## src/rtl/muldiv_pkg.sv

```systemverilog
// Shared types and latency defaults for the mult/div issue controller.
// Arbitration mode is selected with MULDIV_RR_EN (see rr_arbiter).
package muldiv_pkg;

   typedef enum logic [1:0] {
      IDLE = 2'd0,
      BUSY = 2'd1,
      DONE = 2'd2
   } muldiv_state_t;

   typedef enum logic {
      OP_MULT = 1'b0,
      OP_DIV  = 1'b1
   } muldiv_op_t;

   localparam int MULT_LAT_DEF = 3;
   localparam int DIV_LAT_DEF  = 16;

   function automatic int lat_max(input int x, input int y);
      return (x > y) ? x : y;
   endfunction

endpackage

```

## src/rtl/muldiv_issue_ctrl_rr_arbiter.sv

```systemverilog
// One-hot grant among NUM_REQ requesters. MULDIV_RR_EN defined: round-robin
// from a rotating pointer; undefined: fixed priority, lowest index wins.
module rr_arbiter #(
   parameter int NUM_REQ = 2
) (
   input  logic               clk,
   input  logic               reset,
   input  logic [NUM_REQ-1:0] req,
   input  logic               en,
   output logic [NUM_REQ-1:0] grant,
   input  logic               advance
);

   localparam int PTR_W = (NUM_REQ > 1) ? $clog2(NUM_REQ) : 1;

   logic w_found;

`ifdef MULDIV_RR_EN
   logic [PTR_W-1:0] r_ptr;
   logic [PTR_W-1:0] w_next_ptr;
   logic [PTR_W-1:0] w_idx;
   logic [PTR_W:0]   w_sum;

   // Walk the requesters starting at the pointer, wrapping at NUM_REQ.
   always_comb begin
      grant      = '0;
      w_found    = 1'b0;
      w_next_ptr = r_ptr;
      w_idx      = '0;
      w_sum      = '0;
      for (int k = 0; k < NUM_REQ; k++) begin
         w_sum = {1'b0, r_ptr} + (PTR_W+1)'(k);
         if (w_sum >= (PTR_W+1)'(NUM_REQ)) begin
            w_sum = w_sum - (PTR_W+1)'(NUM_REQ);
         end
         w_idx = w_sum[PTR_W-1:0];
         if (en && !w_found && req[w_idx]) begin
            w_found      = 1'b1;
            grant[w_idx] = 1'b1;
            w_next_ptr   = (w_idx == PTR_W'(NUM_REQ-1)) ? '0 : w_idx + 1'b1;
         end
      end
   end

   always_ff @(posedge clk) begin
      if (reset) begin
         r_ptr <= '0;
      end else if (advance) begin
         r_ptr <= w_next_ptr;
      end
   end
`else
   logic w_unused;
   assign w_unused = &{1'b0, clk, reset, advance};

   always_comb begin
      grant   = '0;
      w_found = 1'b0;
      for (int k = 0; k < NUM_REQ; k++) begin
         if (en && !w_found && req[k]) begin
            w_found  = 1'b1;
            grant[k] = 1'b1;
         end
      end
   end
`endif

endmodule

```

## src/rtl/muldiv_issue_ctrl.sv

```systemverilog
// Issue controller for the shared non-pipelined mult/div unit: arbitrates
// reservation stations, sequences the unit, holds the result for the CDB. Uses MULDIV_RR_EN.
//
// state | meaning
// IDLE  | no op in flight; grants allowed when not flushing
// BUSY  | unit running; counter tracks remaining latency
// DONE  | result held on the CDB until cdb_ready
module muldiv_issue_ctrl
   import muldiv_pkg::*;
#(
   parameter int NUM_REQ  = 2,
   parameter int DATA_W   = 64,
   parameter int TAG_W    = 4,
   parameter int MULT_LAT = MULT_LAT_DEF,
   parameter int DIV_LAT  = DIV_LAT_DEF
) (
   input  logic                      clk,
   input  logic                      reset,
   input  logic                      flush,
   input  logic [NUM_REQ-1:0]        req_valid,
   output logic [NUM_REQ-1:0]        req_ready,
   input  logic [NUM_REQ-1:0]        req_div,
   input  logic [NUM_REQ*DATA_W-1:0] req_a,
   input  logic [NUM_REQ*DATA_W-1:0] req_b,
   input  logic [NUM_REQ*TAG_W-1:0]  req_tag,
   output logic                      fu_start,
   output logic                      fu_mult,
   output logic                      fu_div,
   output logic [DATA_W-1:0]         fu_a,
   output logic [DATA_W-1:0]         fu_b,
   input  logic [DATA_W-1:0]         fu_result,
   output logic                      cdb_valid,
   input  logic                      cdb_ready,
   output logic [TAG_W-1:0]          cdb_tag,
   output logic [DATA_W-1:0]         cdb_data,
   output logic                      busy
);

   localparam int CNT_W = $clog2(lat_max(MULT_LAT, DIV_LAT)) + 1;
   localparam logic [CNT_W-1:0] MULT_CNT = CNT_W'(MULT_LAT);
   localparam logic [CNT_W-1:0] DIV_CNT  = CNT_W'(DIV_LAT);

   muldiv_state_t     r_state;
   logic [CNT_W-1:0]  r_cnt;
   logic [TAG_W-1:0]  r_tag;
   logic              r_fu_start;
   logic              r_fu_mult;
   logic              r_fu_div;
   logic [DATA_W-1:0] r_fu_a;
   logic [DATA_W-1:0] r_fu_b;
   logic              r_cdb_valid;
   logic [TAG_W-1:0]  r_cdb_tag;
   logic [DATA_W-1:0] r_cdb_data;

   logic               w_arb_en;
   logic [NUM_REQ-1:0] w_grant;
   logic               w_accept;
   muldiv_op_t         w_sel_op;
   logic [DATA_W-1:0]  w_sel_a;
   logic [DATA_W-1:0]  w_sel_b;
   logic [TAG_W-1:0]   w_sel_tag;
   logic               w_div_zero;

   assign w_arb_en = (r_state == IDLE) && !flush;

   rr_arbiter #(
      .NUM_REQ (NUM_REQ)
   ) u_arb (
      .clk     (clk),
      .reset   (reset),
      .req     (req_valid),
      .en      (w_arb_en),
      .grant   (w_grant),
      .advance (w_accept)
   );

   assign req_ready = w_grant;
   assign w_accept  = |(req_valid & w_grant);

   // Grant is one-hot, so an OR-style select picks the winner's payload.
   always_comb begin
      w_sel_op  = OP_MULT;
      w_sel_a   = '0;
      w_sel_b   = '0;
      w_sel_tag = '0;
      for (int i = 0; i < NUM_REQ; i++) begin
         if (w_grant[i]) begin
            w_sel_op  = req_div[i] ? OP_DIV : OP_MULT;
            w_sel_a   = req_a[i*DATA_W +: DATA_W];
            w_sel_b   = req_b[i*DATA_W +: DATA_W];
            w_sel_tag = req_tag[i*TAG_W +: TAG_W];
         end
      end
   end

   assign w_div_zero = (w_sel_op == OP_DIV) && (w_sel_b == '0);

   always_ff @(posedge clk) begin
      if (reset || flush) begin
         r_state     <= IDLE;
         r_cnt       <= '0;
         r_tag       <= '0;
         r_fu_start  <= 1'b0;
         r_fu_mult   <= 1'b0;
         r_fu_div    <= 1'b0;
         r_fu_a      <= '0;
         r_fu_b      <= '0;
         r_cdb_valid <= 1'b0;
         r_cdb_tag   <= '0;
         r_cdb_data  <= '0;
      end else begin
         case (r_state)
            IDLE: begin
               if (w_accept) begin
                  if (w_div_zero) begin
                     // Unsigned divide by zero returns 0 without touching the unit.
                     r_state     <= DONE;
                     r_cdb_valid <= 1'b1;
                     r_cdb_tag   <= w_sel_tag;
                     r_cdb_data  <= '0;
                  end else begin
                     r_state    <= BUSY;
                     r_tag      <= w_sel_tag;
                     r_fu_start <= 1'b1;
                     r_fu_mult  <= (w_sel_op == OP_MULT);
                     r_fu_div   <= (w_sel_op == OP_DIV);
                     r_fu_a     <= w_sel_a;
                     r_fu_b     <= w_sel_b;
                     r_cnt      <= (w_sel_op == OP_DIV) ? DIV_CNT : MULT_CNT;
                  end
               end
            end
            BUSY: begin
               r_fu_start <= 1'b0;
               if (r_cnt == CNT_W'(1)) begin
                  r_state     <= DONE;
                  r_cdb_valid <= 1'b1;
                  r_cdb_tag   <= r_tag;
                  r_cdb_data  <= fu_result;
                  r_fu_mult   <= 1'b0;
                  r_fu_div    <= 1'b0;
                  r_fu_a      <= '0;
                  r_fu_b      <= '0;
               end else begin
                  r_cnt <= r_cnt - 1'b1;
               end
            end
            DONE: begin
               if (cdb_ready) begin
                  r_state     <= IDLE;
                  r_cdb_valid <= 1'b0;
                  r_cdb_tag   <= '0;
                  r_cdb_data  <= '0;
               end
            end
            default: begin
               r_state <= IDLE;
            end
         endcase
      end
   end

   assign fu_start  = r_fu_start;
   assign fu_mult   = r_fu_mult;
   assign fu_div    = r_fu_div;
   assign fu_a      = r_fu_a;
   assign fu_b      = r_fu_b;
   assign cdb_valid = r_cdb_valid;
   assign cdb_tag   = r_cdb_tag;
   assign cdb_data  = r_cdb_data;
   assign busy      = (r_state != IDLE);

endmodule

```

## config.mk

```make
export PLATFORM = sky130hd
export DESIGN_NAME = muldiv_issue_ctrl
export DESIGN_NICKNAME = d
export VERILOG_FILES = /design/src/rtl/muldiv_pkg.sv /design/src/rtl/muldiv_issue_ctrl_rr_arbiter.sv /design/src/rtl/muldiv_issue_ctrl.sv
export SDC_FILE = /design/constraint.sdc
export NUM_CORES = 1
export LEC_CHECK = 0
export CORE_AREA = 4 4 209 211
export DETAILED_ROUTE_END_ITERATION = 7
export DIE_AREA = 0 0 213 215
export HOLD_SLACK_MARGIN = 0.05
export PLACE_DENSITY_LB_ADDON = 0.05
export SLEW_MARGIN = 30
export SYNTH_ARGS = -nofsm -noshare
export SYNTH_HDL_FRONTEND = slang
export SYNTH_SLANG_ARGS = --single-unit
```

## constraint.sdc

```tcl
create_clock -name clk -period 8.6 [get_ports clk]
set_clock_uncertainty 0.15 [all_clocks]
set_input_delay 1.29 -clock clk [delete_from_list [all_inputs] [get_ports clk]]
set_output_delay 1.29 -clock clk [all_outputs]
set_load 0.05 [all_outputs]
```

==> impl_metrics.env <==
export IMPL_crit_path_start_kind="input pin"
export IMPL_grt_max_degree=213
export IMPL_overflow=0
export IMPL_syn_area_um2=9620
export IMPL_grt_setup_unrepaired="false"
export IMPL_row_count=75
export IMPL_final_cell_mix="clkdlybuf4s50_1 (537), dfxtp_1 (211), nand2_1 (204)"
export IMPL_syn_avg_cell_area_um2=8.68
export IMPL_vdd_ir_drop_max_v=0.000110
export IMPL_hold_path_class="reg -> reg"
export IMPL_ctsResizeCount=0
export IMPL_synth_cells=1108
export IMPL_worst_slew_pin_slew_ps=874
export IMPL_seqPwrFrac_pct=35.5
export IMPL_ios=539
export IMPL_syn_nets=1450
export IMPL_clkPwrFrac_pct=42.2
export IMPL_power_switching_w=0.000846
export IMPL_outcome="finished clean"
export IMPL_grt_pass1_wl_mm=69.0
export IMPL_vias_per_cell=4.98
export IMPL_holdBufCountCts=0
export IMPL_drt_pass1_iterations=5
export IMPL_seqCellArea_um2=4220
export IMPL_fillCellCount=4261
export IMPL_synth_seq_area_share_pct=43.9
export IMPL_fin_crit_sh_pct=67.3
export IMPL_synth_seq_cells=211
export IMPL_antenna_found_initial=5
export IMPL_clk_latency_ps=540
export IMPL_multi_input_area_um2=4970
export IMPL_mostFrequentLayoutCell="clkdlybuf4s50_1"
export IMPL_power_frac_comb_pct=22.3
export IMPL_synth_edf_count=0
export IMPL_clk_pin_slew_worst_paths_ps=60
export IMPL_antenna_left=0
export IMPL_max_cap_violations=0
export IMPL_gp_congestion=0.834
export IMPL_port_buffers=538
export IMPL_clock_tree_buffer_depth=3
export IMPL_die_x_um=213
export IMPL_drt_iter0_markers=744
export IMPL_setup_violations=0
export IMPL_async_reset_ff_share_pct=0
export IMPL_slew_headroom_pct=41.6
export IMPL_globalRouteTotalUtil_pct=19.5
export IMPL_cts_buffers=26
export IMPL_drv_slew=0
export IMPL_ys_warn_count=0
export IMPL_switching_share_pct=29.6
export IMPL_htree_levels=1
export IMPL_die_h_um=215
export IMPL_arrival_ps=4350
export IMPL_cts_root_buf="clkbuf_16"
export IMPL_yosysUniqueCellTypes=54
export IMPL_post_cts_buffers=0
export IMPL_cts_tree="yes"
export IMPL_hold_viol_final=0
export IMPL_post_route_min_period_ps=5790
export IMPL_leakage_nw=5.81
export IMPL_p_per_area_nw_per_um2=175
export IMPL_cp_required_ps=7160
export IMPL_fin_nets=1914
export IMPL_setup_tns_ps=0
export IMPL_clock_fmax_mhz=173
export IMPL_syn_to_final_growth_pct=70.2
export IMPL_worst_path_max_fanout=69
export IMPL_hold_ws_ps=307
export IMPL_postLayoutCoreUtil_pct=39.2
export IMPL_core_area_um2=41800
export IMPL_initial_utilization_pct=23.0
export IMPL_dieArea_um2=45800
export IMPL_cts_sink_count=211
export IMPL_drive_gt1_share_pct=4.84
export IMPL_crit_type="in -> out"
export IMPL_yosys_most_used_dff="dfxtp_1"
export IMPL_drcViolationCount=0
export IMPL_grt_pass1_vias=10646
export IMPL_route_vias_total=10646
export IMPL_p_int_w=0.00201
export IMPL_cp_end_kind="output pin"
export IMPL_hpwl_mm=34.4
export IMPL_drt_total_wl_mm=47.9
export IMPL_wl_per_cell_um=22.4
cells in the mapped netlist, types with 8 or more instances:
library cell / n / area (um^2)
nand2b_1: 8 / 50.1
dfxtp_1: 211 / 4220
nor3_1: 9 / 45.0
buf_2: 13 / 65.1
o21ai_0: 18 / 90.1
nor2_1: 15 / 56.3
nor4_1: 22 / 138
inv_1: 8 / 30.0
nand3b_1: 8 / 60.1
mux2i_1: 68 / 681
clkbuf_1: 97 / 364
o31ai_1: 64 / 480
o22ai_1: 67 / 419
nand2_1: 205 / 769
a21oi_1: 13 / 65.1
a22oi_1: 126 / 946
nand4_1: 71 / 444
area by class of cell:
cell class / instances / area share (%)
clock inverter: 9 / 0.917
clock buffer: 39 / 4.83
antenna: 7 / 0.107
multi-input combinational: 772 / 30.3
timing repair buffer: 552 / 33.7
sequential: 211 / 25.8
tap: 539 / 4.12
inverter: 9 / 0.206
power by group through the flow:
stage               Clock [W]  Combinational [W]  Sequential [W]
floorplan                   0           0.000250         0.00111
global placement            0           0.000641         0.00104
detailed placement          0           0.000640         0.00104
CTS                   0.00125           0.000642         0.00102
global route          0.00129           0.000679         0.00102
finish                0.00121           0.000637         0.00102
routing by layer:
metal / vias to the layer above / share of wire (%) / global-route usage (%)
met4: 0 / 1.9 / 4.60
met3: 45 / 8.4 / 5.59
li1: 5117 / - / -
met1: 5085 / 42 / 24.5
met2: 399 / 48 / 33.0
met5: - / 0 / 0
state kept, by name (all words and copies together) (netlist names):
register / count
r_state: 2
fu_start: 1
fu_mult: 1
fu_a: 64
cdb_data: 64
cdb_tag: 4
fu_b: 64
cdb_valid: 1
fu_div: 1
r_tag: 4
r_cnt: 5
critical path: stages:
cell             delay, ps
clkdlybuf4s50_1       1040
nand2b_1               270
nor2_4                 130
buf_4                  620
clkdlybuf4s50_1        940
path summary, 6_finish.rpt:
kind / end / slack (ps) / from / cells after the start
max: req_ready[1] / 2810 / req_valid[1] / 5
min: cdb_data[3]$_SDFFE_PP0P_ / 310 / cdb_data[3]$_SDFFE_PP0P_ / 2
max reg2reg: fu_b[12]$_SDFFE_PP0P_ / 4530 / r_state[0]$_SDFFE_PP0P_ / 11
min reg2reg: cdb_data[3]$_SDFFE_PP0P_ / 310 / cdb_data[3]$_SDFFE_PP0P_ / 2
cell families (layout without fill, tap and decap cells):
logic type | count (synthesis) | count (layout) | synth area share [%]
simple gates | 371 | 371 | 18.7
other cells | 0 | 7 | 0
mux | 68 | 68 | 7.07
compound gates | 327 | 327 | 24.3
fa+ha+maj | 6 | 6 | 0.780
flops | 211 | 211 | 43.9
buf+inv | 125 | 609 | 5.24
stage by stage:
step	cells	worst slack (ps)	power (W)	area, um^2
global placement	2082	2890	0.00168	15400
global route	2137	2590	0.00299	16400
detailed placement	2082	2820	0.00168	15400
CTS	2130	2800	0.00291	16300
floorplan	1108	4560	0.00136	9620
finish	2138	2810	0.00286	16400
Power figures use the tool's default switching activity.
